[src/rtl/fetch_queue_pkg.sv]
// ============================================================================
// Module   : fetch_queue_pkg
// Brief    : Shared types and constants for the instruction fetch queue.
// Revision : 1.0
// ============================================================================
`default_nettype none

package fetch_queue_pkg;

    localparam int unsigned INST_BYTES  = 4;
    localparam int unsigned FETCH_BYTES = 8;

    typedef enum logic [1:0] {
        BOOT  = 2'd0,
        RUN   = 2'd1,
        FLUSH = 2'd2
    } fetch_state_t;

    typedef struct packed {
        logic [31:0] inst;
        logic [63:0] pc;
`ifdef FETCHQ_ILLEGAL_CHECK_EN
        logic        illegal;
`endif
    } fetch_entry_t;

`ifdef FETCHQ_ILLEGAL_CHECK_EN
    // Only 32-bit encodings (low bits 2'b11) are accepted; all-zero is reserved.
    function automatic logic is_illegal(input logic [31:0] inst);
        return (inst[1:0] != 2'b11) || (inst == 32'd0);
    endfunction
`endif

endpackage

`default_nettype wire

[src/rtl/fetch_queue_if.sv]
// ============================================================================
// Module   : fetch_queue_if
// Brief    : Memory request/response, decoder and redirect signals of the
//            fetch queue. Config: FETCHQ_ILLEGAL_CHECK_EN adds out_illegal.
// Revision : 1.0
// ============================================================================
`default_nettype none

interface fetch_queue_if;

    logic        req_valid;
    logic [63:0] req_addr;
    logic        req_ready;
    logic        resp_valid;
    logic [63:0] resp_data;
    logic        out_valid;
    logic [31:0] out_inst;
    logic [63:0] out_pc;
    logic        out_ready;
    logic        redirect_valid;
    logic [63:0] redirect_pc;
`ifdef FETCHQ_ILLEGAL_CHECK_EN
    logic        out_illegal;

    modport master (
        output req_valid, req_addr, out_valid, out_inst, out_pc, out_illegal,
        input  req_ready, resp_valid, resp_data, out_ready, redirect_valid, redirect_pc
    );
    modport slave (
        input  req_valid, req_addr, out_valid, out_inst, out_pc, out_illegal,
        output req_ready, resp_valid, resp_data, out_ready, redirect_valid, redirect_pc
    );
`else
    modport master (
        output req_valid, req_addr, out_valid, out_inst, out_pc,
        input  req_ready, resp_valid, resp_data, out_ready, redirect_valid, redirect_pc
    );
    modport slave (
        input  req_valid, req_addr, out_valid, out_inst, out_pc,
        output req_ready, resp_valid, resp_data, out_ready, redirect_valid, redirect_pc
    );
`endif

endinterface

`default_nettype wire

[src/rtl/fetch_fifo.sv]
// ============================================================================
// Module   : fetch_fifo
// Brief    : Entry FIFO with two write ports (in order) and one read port.
// Revision : 1.0
// ============================================================================
`default_nettype none

module fetch_fifo
    import fetch_queue_pkg::*;
#(
    parameter int unsigned DEPTH = 8
) (
    input  logic                     clk,
    input  logic                     rst,
    input  logic                     i_flush,
    input  logic                     i_push0,
    input  fetch_entry_t             i_push0_data,
    input  logic                     i_push1,
    input  fetch_entry_t             i_push1_data,
    input  logic                     i_pop,
    output fetch_entry_t             o_head,
    output logic [$clog2(DEPTH):0]   o_count
);

    localparam int unsigned PTR_W = $clog2(DEPTH);

    fetch_entry_t       r_mem [DEPTH];
    logic [PTR_W-1:0]   r_wr_ptr;
    logic [PTR_W-1:0]   r_rd_ptr;
    logic [PTR_W:0]     r_count;
    logic [PTR_W-1:0]   w_wr_ptr1;
    logic [1:0]         w_n_push;

    assign w_wr_ptr1 = r_wr_ptr + PTR_W'(1);
    // Port 1 only ever carries the second half of a response, so it needs port 0.
    assign w_n_push  = {1'b0, i_push0} + {1'b0, i_push0 && i_push1};

    always_ff @(posedge clk) begin
        if (rst) begin
            for (int i = 0; i < int'(DEPTH); i++) begin
                r_mem[i] <= '0;
            end
            r_wr_ptr <= '0;
            r_rd_ptr <= '0;
            r_count  <= '0;
        end else if (i_flush) begin
            r_wr_ptr <= '0;
            r_rd_ptr <= '0;
            r_count  <= '0;
        end else begin
            if (i_push0) begin
                r_mem[r_wr_ptr] <= i_push0_data;
            end
            if (i_push0 && i_push1) begin
                r_mem[w_wr_ptr1] <= i_push1_data;
            end
            r_wr_ptr <= r_wr_ptr + PTR_W'(w_n_push);
            if (i_pop) begin
                r_rd_ptr <= r_rd_ptr + PTR_W'(1);
            end
            r_count <= r_count + (PTR_W+1)'(w_n_push) - (PTR_W+1)'(i_pop);
        end
    end

    assign o_head  = r_mem[r_rd_ptr];
    assign o_count = r_count;

endmodule

`default_nettype wire

[src/rtl/fetch_queue.sv]
// ============================================================================
// Module   : fetch_queue
// Brief    : Instruction fetch queue: issues 8-byte fetches, splits responses
//            into 32-bit entries, handles redirects by dropping stale data.
//            Config: FETCHQ_ILLEGAL_CHECK_EN adds a per-entry illegal flag.
// Revision : 1.0
// ============================================================================
`default_nettype none

module fetch_queue
    import fetch_queue_pkg::*;
#(
    parameter int unsigned DEPTH     = 8,
    parameter int unsigned MAX_OUTST = 2
) (
    input  logic                 clk,
    input  logic                 reset,
    input  logic [63:0]          entry_pc,
    fetch_queue_if.master        bus
);

    localparam int unsigned CNT_W = $clog2(DEPTH) + 1;
    localparam int unsigned OUT_W = $clog2(MAX_OUTST + 1);

    fetch_state_t       r_state;
    fetch_state_t       w_state_next;
    logic [63:0]        r_fetch_pc;
    logic [63:0]        r_resp_pc;
    logic               r_skip_lo;
    logic [OUT_W-1:0]   r_outst;
    logic [OUT_W-1:0]   r_drop;
    logic [OUT_W-1:0]   w_drop_next;
    logic [CNT_W-1:0]   w_count;
    logic [31:0]        w_free;
    logic [31:0]        w_need;
    logic               w_req_valid;
    logic               w_req_fire;
    logic               w_resp_run;
    logic               w_resp_flush;
    logic               w_push;
    logic               w_out_valid;
    logic               w_pop;
    fetch_entry_t       w_lo;
    fetch_entry_t       w_hi;
    fetch_entry_t       w_head;
    logic               w_unused;

    assign w_unused = ^{entry_pc[1:0], bus.redirect_pc[1:0]};

    // Reserve room for both halves of every in-flight response plus the new one.
    assign w_free       = DEPTH - 32'(w_count);
    assign w_need       = (32'(r_outst) + 32'd1) << 1;
    assign w_req_valid  = (r_state == RUN) && (w_free >= w_need) && (32'(r_outst) < MAX_OUTST);
    assign w_req_fire   = w_req_valid && bus.req_ready;
    assign w_resp_run   = bus.resp_valid && (r_state == RUN) && (r_outst != '0);
    assign w_resp_flush = bus.resp_valid && (r_state == FLUSH) && (r_drop != '0);
    assign w_push       = w_resp_run && !bus.redirect_valid;
    assign w_out_valid  = (r_state == RUN) && (w_count != '0) && !bus.redirect_valid;
    assign w_pop        = w_out_valid && bus.out_ready;

    // Everything still owed by memory after this cycle becomes stale on redirect.
    assign w_drop_next = OUT_W'(32'(r_drop) + 32'(r_outst) + 32'(w_req_fire)
                               - 32'(w_resp_run || w_resp_flush));

    always_ff @(posedge clk) begin
        if (reset) begin
            r_state <= BOOT;
        end else begin
            r_state <= w_state_next;
        end
    end

    always_comb begin
        w_state_next = r_state;
        unique case (r_state)
            BOOT:    w_state_next = RUN;
            RUN:     w_state_next = RUN;
            FLUSH: begin
                if ((r_drop == '0) || (w_resp_flush && (r_drop == OUT_W'(1)))) begin
                    w_state_next = RUN;
                end
            end
            default: w_state_next = BOOT;
        endcase
        if (bus.redirect_valid) begin
            w_state_next = (w_drop_next != '0) ? FLUSH : RUN;
        end
    end

    always_ff @(posedge clk) begin
        if (reset) begin
            r_fetch_pc <= '0;
            r_resp_pc  <= '0;
            r_skip_lo  <= 1'b0;
            r_outst    <= '0;
            r_drop     <= '0;
        end else if (bus.redirect_valid) begin
            r_fetch_pc <= {bus.redirect_pc[63:3], 3'b000};
            r_resp_pc  <= {bus.redirect_pc[63:3], 3'b000};
            r_skip_lo  <= bus.redirect_pc[2];
            r_outst    <= '0;
            r_drop     <= w_drop_next;
        end else begin
            if (r_state == BOOT) begin
                r_fetch_pc <= {entry_pc[63:3], 3'b000};
                r_resp_pc  <= {entry_pc[63:3], 3'b000};
                r_skip_lo  <= entry_pc[2];
            end
            if (w_req_fire) begin
                r_fetch_pc <= r_fetch_pc + 64'(FETCH_BYTES);
            end
            r_outst <= OUT_W'(32'(r_outst) + 32'(w_req_fire) - 32'(w_resp_run));
            if (w_resp_flush) begin
                r_drop <= r_drop - OUT_W'(1);
            end
            if (w_push) begin
                r_resp_pc <= r_resp_pc + 64'(FETCH_BYTES);
                r_skip_lo <= 1'b0;
            end
        end
    end

    always_comb begin
        w_lo      = '0;
        w_hi      = '0;
        w_lo.inst = bus.resp_data[31:0];
        w_lo.pc   = r_resp_pc;
        w_hi.inst = bus.resp_data[63:32];
        w_hi.pc   = r_resp_pc + 64'(INST_BYTES);
`ifdef FETCHQ_ILLEGAL_CHECK_EN
        w_lo.illegal = is_illegal(bus.resp_data[31:0]);
        w_hi.illegal = is_illegal(bus.resp_data[63:32]);
`endif
    end

    fetch_fifo #(
        .DEPTH (DEPTH)
    ) u_fifo (
        .clk          (clk),
        .rst          (reset),
        .i_flush      (bus.redirect_valid),
        .i_push0      (w_push),
        .i_push0_data (r_skip_lo ? w_hi : w_lo),
        .i_push1      (w_push && !r_skip_lo),
        .i_push1_data (w_hi),
        .i_pop        (w_pop),
        .o_head       (w_head),
        .o_count      (w_count)
    );

    assign bus.req_valid = w_req_valid;
    assign bus.req_addr  = r_fetch_pc;
    assign bus.out_valid = w_out_valid;
    assign bus.out_inst  = w_head.inst;
    assign bus.out_pc    = w_head.pc;
`ifdef FETCHQ_ILLEGAL_CHECK_EN
    assign bus.out_illegal = w_head.illegal;
`endif

endmodule

`default_nettype wire
[src/flat_wrapper.sv]
// flat-port wrapper written by rule: the top's interface ports become plain ports
module fetch_queue_flat import fetch_queue_pkg::*;
#(
    parameter int unsigned DEPTH     = 8,
    parameter int unsigned MAX_OUTST = 2
)
  (clk, reset, entry_pc, bus_req_valid, bus_req_addr, bus_out_valid, bus_out_inst, bus_out_pc, bus_req_ready, bus_resp_valid, bus_resp_data, bus_out_ready, bus_redirect_valid, bus_redirect_pc);
  fetch_queue_if bus_i ();
  input  logic clk;
  input  logic reset;
  input  logic [63:0] entry_pc;
  output wire logic [$bits(bus_i.req_valid)-1:0] bus_req_valid;
  output wire logic [$bits(bus_i.req_addr)-1:0] bus_req_addr;
  output wire logic [$bits(bus_i.out_valid)-1:0] bus_out_valid;
  output wire logic [$bits(bus_i.out_inst)-1:0] bus_out_inst;
  output wire logic [$bits(bus_i.out_pc)-1:0] bus_out_pc;
  input wire logic [$bits(bus_i.req_ready)-1:0] bus_req_ready;
  input wire logic [$bits(bus_i.resp_valid)-1:0] bus_resp_valid;
  input wire logic [$bits(bus_i.resp_data)-1:0] bus_resp_data;
  input wire logic [$bits(bus_i.out_ready)-1:0] bus_out_ready;
  input wire logic [$bits(bus_i.redirect_valid)-1:0] bus_redirect_valid;
  input wire logic [$bits(bus_i.redirect_pc)-1:0] bus_redirect_pc;
  assign bus_req_valid = bus_i.req_valid;
  assign bus_req_addr = bus_i.req_addr;
  assign bus_out_valid = bus_i.out_valid;
  assign bus_out_inst = bus_i.out_inst;
  assign bus_out_pc = bus_i.out_pc;
  assign bus_i.req_ready = bus_req_ready;
  assign bus_i.resp_valid = bus_resp_valid;
  assign bus_i.resp_data = bus_resp_data;
  assign bus_i.out_ready = bus_out_ready;
  assign bus_i.redirect_valid = bus_redirect_valid;
  assign bus_i.redirect_pc = bus_redirect_pc;
  fetch_queue #(.DEPTH(DEPTH), .MAX_OUTST(MAX_OUTST)) u_core (.clk(clk), .reset(reset), .entry_pc(entry_pc), .bus(bus_i));
endmodule
[config.mk]
export PLATFORM = sky130hd
export DESIGN_NAME = fetch_queue_flat
export DESIGN_NICKNAME = d
export VERILOG_FILES = /design/src/rtl/fetch_queue_pkg.sv /design/src/rtl/fetch_queue_if.sv /design/src/rtl/fetch_fifo.sv /design/src/rtl/fetch_queue.sv /design/src/flat_wrapper.sv
export SDC_FILE = /design/constraint.sdc
export NUM_CORES = 2
export LEC_CHECK = 0
export CAP_MARGIN = 20
export CORE_MARGIN = 1
export CORE_UTILIZATION = 30
export DETAILED_ROUTE_END_ITERATION = 10
export PLACE_DENSITY = 0.54
export SLEW_MARGIN = 15
export SYNTH_ARGS = -nofsm -noshare
export SYNTH_HDL_FRONTEND = slang
export SYNTH_SLANG_ARGS = --single-unit
[constraint.sdc]
create_clock -name clk -period 6.55 [get_ports clk]
set_clock_uncertainty 0.1 [all_clocks]
set_input_delay 0.655 -clock clk [delete_from_list [all_inputs] [get_ports clk]]
set_output_delay 0.655 -clock clk [all_outputs]
set_load 0.01 [all_outputs]
==> flow_summary.toml <==
[run_status]
outcome = "finished, final reports clean"

[routing]
drc = 0
met2_length_um = 105100
routed.top_layer = "met5"
wl_um = 236700
via_count = 47710
wl_met3_um = 28910
dr.pass1.iters = 7
first_iter_violations = 6976
m1WireLength_um = 90370
vias_per_cell = 6.191
antenna_left = 0
wl_per_cell_um = 30.72

[clock_tree]
cts_buffer_depth = 3
cts_tree = "yes"
hold_buffers = 0
cts_setup_buffers = 0
htree_levels = 3
path_clk_slew_ps = 70
clock_sinks = 916
cts_made_buffers = 100
cts_resized = 0
insertion_delay_ps = 750
root_buffer = "clkbuf_16"

[logic_synthesis]
synthFlopType = "edfxtp_1"
synth_top_area_cell = "edfxtp_1"
netlist_area_mm2 = 0.05280
synthTopCellsByArea = "edfxtp_1 44%, mux4_2 8.2%, o21ai_0 6.9%"
syn_inst = 5210
synth-seq-cells = 916
synth.yosys.seq_area_share = 0.4929
netlist-cell-type-count = 90
synth_most_common_cell = "edfxtp_1"
synthesis.nets = 5435
synth_edf_count = 768
ys_warn_count = 0
async_reset_ff_frac = 0
synth_top_area_share = 0.4368
yosys-top-cells-count = "768 x edfxtp_1, 723 x o21ai_0, 641 x nand2_1"
synth_area_per_cell_um2 = 10.13

[sta]
relSlewSlack = 0.1104
whs_ps = 339.4
hold_violations = 0
finalCriticalPeriod_ps = 4962
slew_viol_final = 0
tns_ps = 0
clock.fmax_mhz = 201.5
setup_viol = 0
rsz0062_at_grt = "false"
worst_pin_slew_ps = 1330
post-route-period-util = 0.7576

[power_and_ir_drop]
internal_power_mw = 10.60
p_sw_mw = 4.089
switching_share = 0.2784
powerDensity_mw_per_mm2 = 235.6
power_frac_clock = 0.405
power.share.sequential = 0.475
power_frac_comb = 0.120
p_leak_nw = 19.58
ir_drop_v = 0.0002097
p_total_mw = 14.69

[floorplanning]
fp.dieArea_mm2 = 0.1777
die_w_um = 421.5
start_util = 0.3028
die_height_um = 421.5
core_mm2 = 0.1744
pin_count = 360
num_rows = 153

[global_routing]
gr-total-overflow = 0
grt_pass1_wl_um = 332200
antenna_found_initial = 21
grt_pass1_vias = 44740
grt_max_degree = 97
grtUsageTotal = 0.2566

[critical_path]
worstPathCellList = "inv_1 -> ha_1 -> nand4bb_2 -> buf_4 -> nor2_1 -> nand2_1 -> nand2_2 -> a21oi_1 -> a311oi_1"
crit_path_top_delay_cell = "nand2_2"
slowest_delay_ps = 1060
cp.arrival_ps = 5420
ff2ff_path_depth = 9
crit_type = "register to register"
required_ps = 7000
cp-end-kind = "register"
critPathLaunchType = "register"
path_max_fanout = 27

[placed_design]
postPlaceCellArea_mm2 = 0.05894
hpwlAfterDp_um = 148600
port_buffers = 355
gp_congestion = 0.9592

[final_layout]
final_util = 0.3575
finish.net_count = 5518
stdcell_area_mm2 = 0.06234
area_growth_pct = 18.07
drive_above_1_share = 0.1361

[hold_path]
hold_depth = 2
min_path_type = "input pin to register"

[flow_run]
drv_cap = 0
through the flow:
step,instances,worst slack [ps]
after CTS,7694,1789
after global placement,7512,1476
final,7706,1588
after global routing,7699,1539
after detailed placement,7512,1512
after floorplan,5210,1530
layer usage:
metal  vias up  track usage
li1      20200            -
met4        20       0.1218
met5         -            0
met1     23440       0.3364
met3       651      0.06537
met2      3397       0.3942
worst max-delay path, delay by kind of cell (launching register included):
kind                     cells  cell delay (ps)
AND/OR/NAND/NOR              4             2890
buffers and inverters        2              570
AO/OA/AOI/OAI                2              490
flip-flops                   1              460
adder cells (fa/ha/maj)      1              210
layout make-up:
type                    instances  area (um2)
clock inverters                61       693.2
well taps                    2325        2909
flip-flops and latches        916       26040
repair buffers                518        4970
multi-input cells            3686       24830
inverters                      71       266.5
clock buffers                 121        2611
fillers                     17320      112100
diodes                          8       20.02
logic make-up after synthesis:
family	after synthesis	share of synthesized area
compound gates	1760	0.1983
xor+xnor	39	0.006611
fa+ha+maj	27	0.006825
buf+inv	608	0.04495
flops	916	0.4929
mux	325	0.1094
simple gates	1535	0.1410
worst paths after layout:
check | endpoint | from | slack, ps
setup / recovery | u_core.u_fifo.r_mem[0][16]$_DFFE_PP_ | u_core.r_outst[1]$_SDFF_PP0_ | 1590
hold / removal | u_core.r_resp_pc[5]$_SDFFE_PP0P_ | reset | 340
setup reg to reg | u_core.u_fifo.r_mem[0][16]$_DFFE_PP_ | u_core.r_outst[1]$_SDFF_PP0_ | 1590
hold reg to reg | u_core.bus.req_addr[2]$_SDFFE_PP0P_ | u_core.bus.req_addr[2]$_SDFFE_PP0P_ | 390
state kept, by name (all words and copies together), names as in the netlist, named ones only:
name / flops
u_core.u_fifo.r_mem: 768
u_core.r_drop: 2
u_core.u_fifo.r_rd_ptr: 3
u_core.r_resp_pc: 64
u_core.r_state: 2
u_core.r_skip_lo: 1
u_core.bus.req_addr: 64
u_core.u_fifo.r_wr_ptr: 3
u_core.r_outst: 2
u_core.u_fifo.o_count: 4
power groups by stage:
stage / clock (mW) / combinational, mW / sequential, mW
2_1_floorplan: 0 / 1.02 / 6.86
3_3_place_gp: 0 / 1.71 / 7.07
3_5_place_dp: 0 / 1.72 / 7.07
4_1_cts: 5.98 / 1.73 / 6.95
5_1_grt: 6.20 / 1.86 / 7.00
6_report: 5.95 / 1.76 / 6.98
layout by cell type (no fill, tap or decap), drive strengths merged, types with 66 or more instances in the layout:
cell and n:
a21oi 432, a311oi 74, a31oi 68, buf 165
clkbuf 121, clkdlybuf4s50 353, dfxtp 148, edfxtp 768
inv 73, mux2 96, mux4 192, nand2 641
nand3 95, nor2 271, nor3 106, o21ai 727
o22ai 66, o31ai 134, or3 111
(Power assumes the default switching activity.)
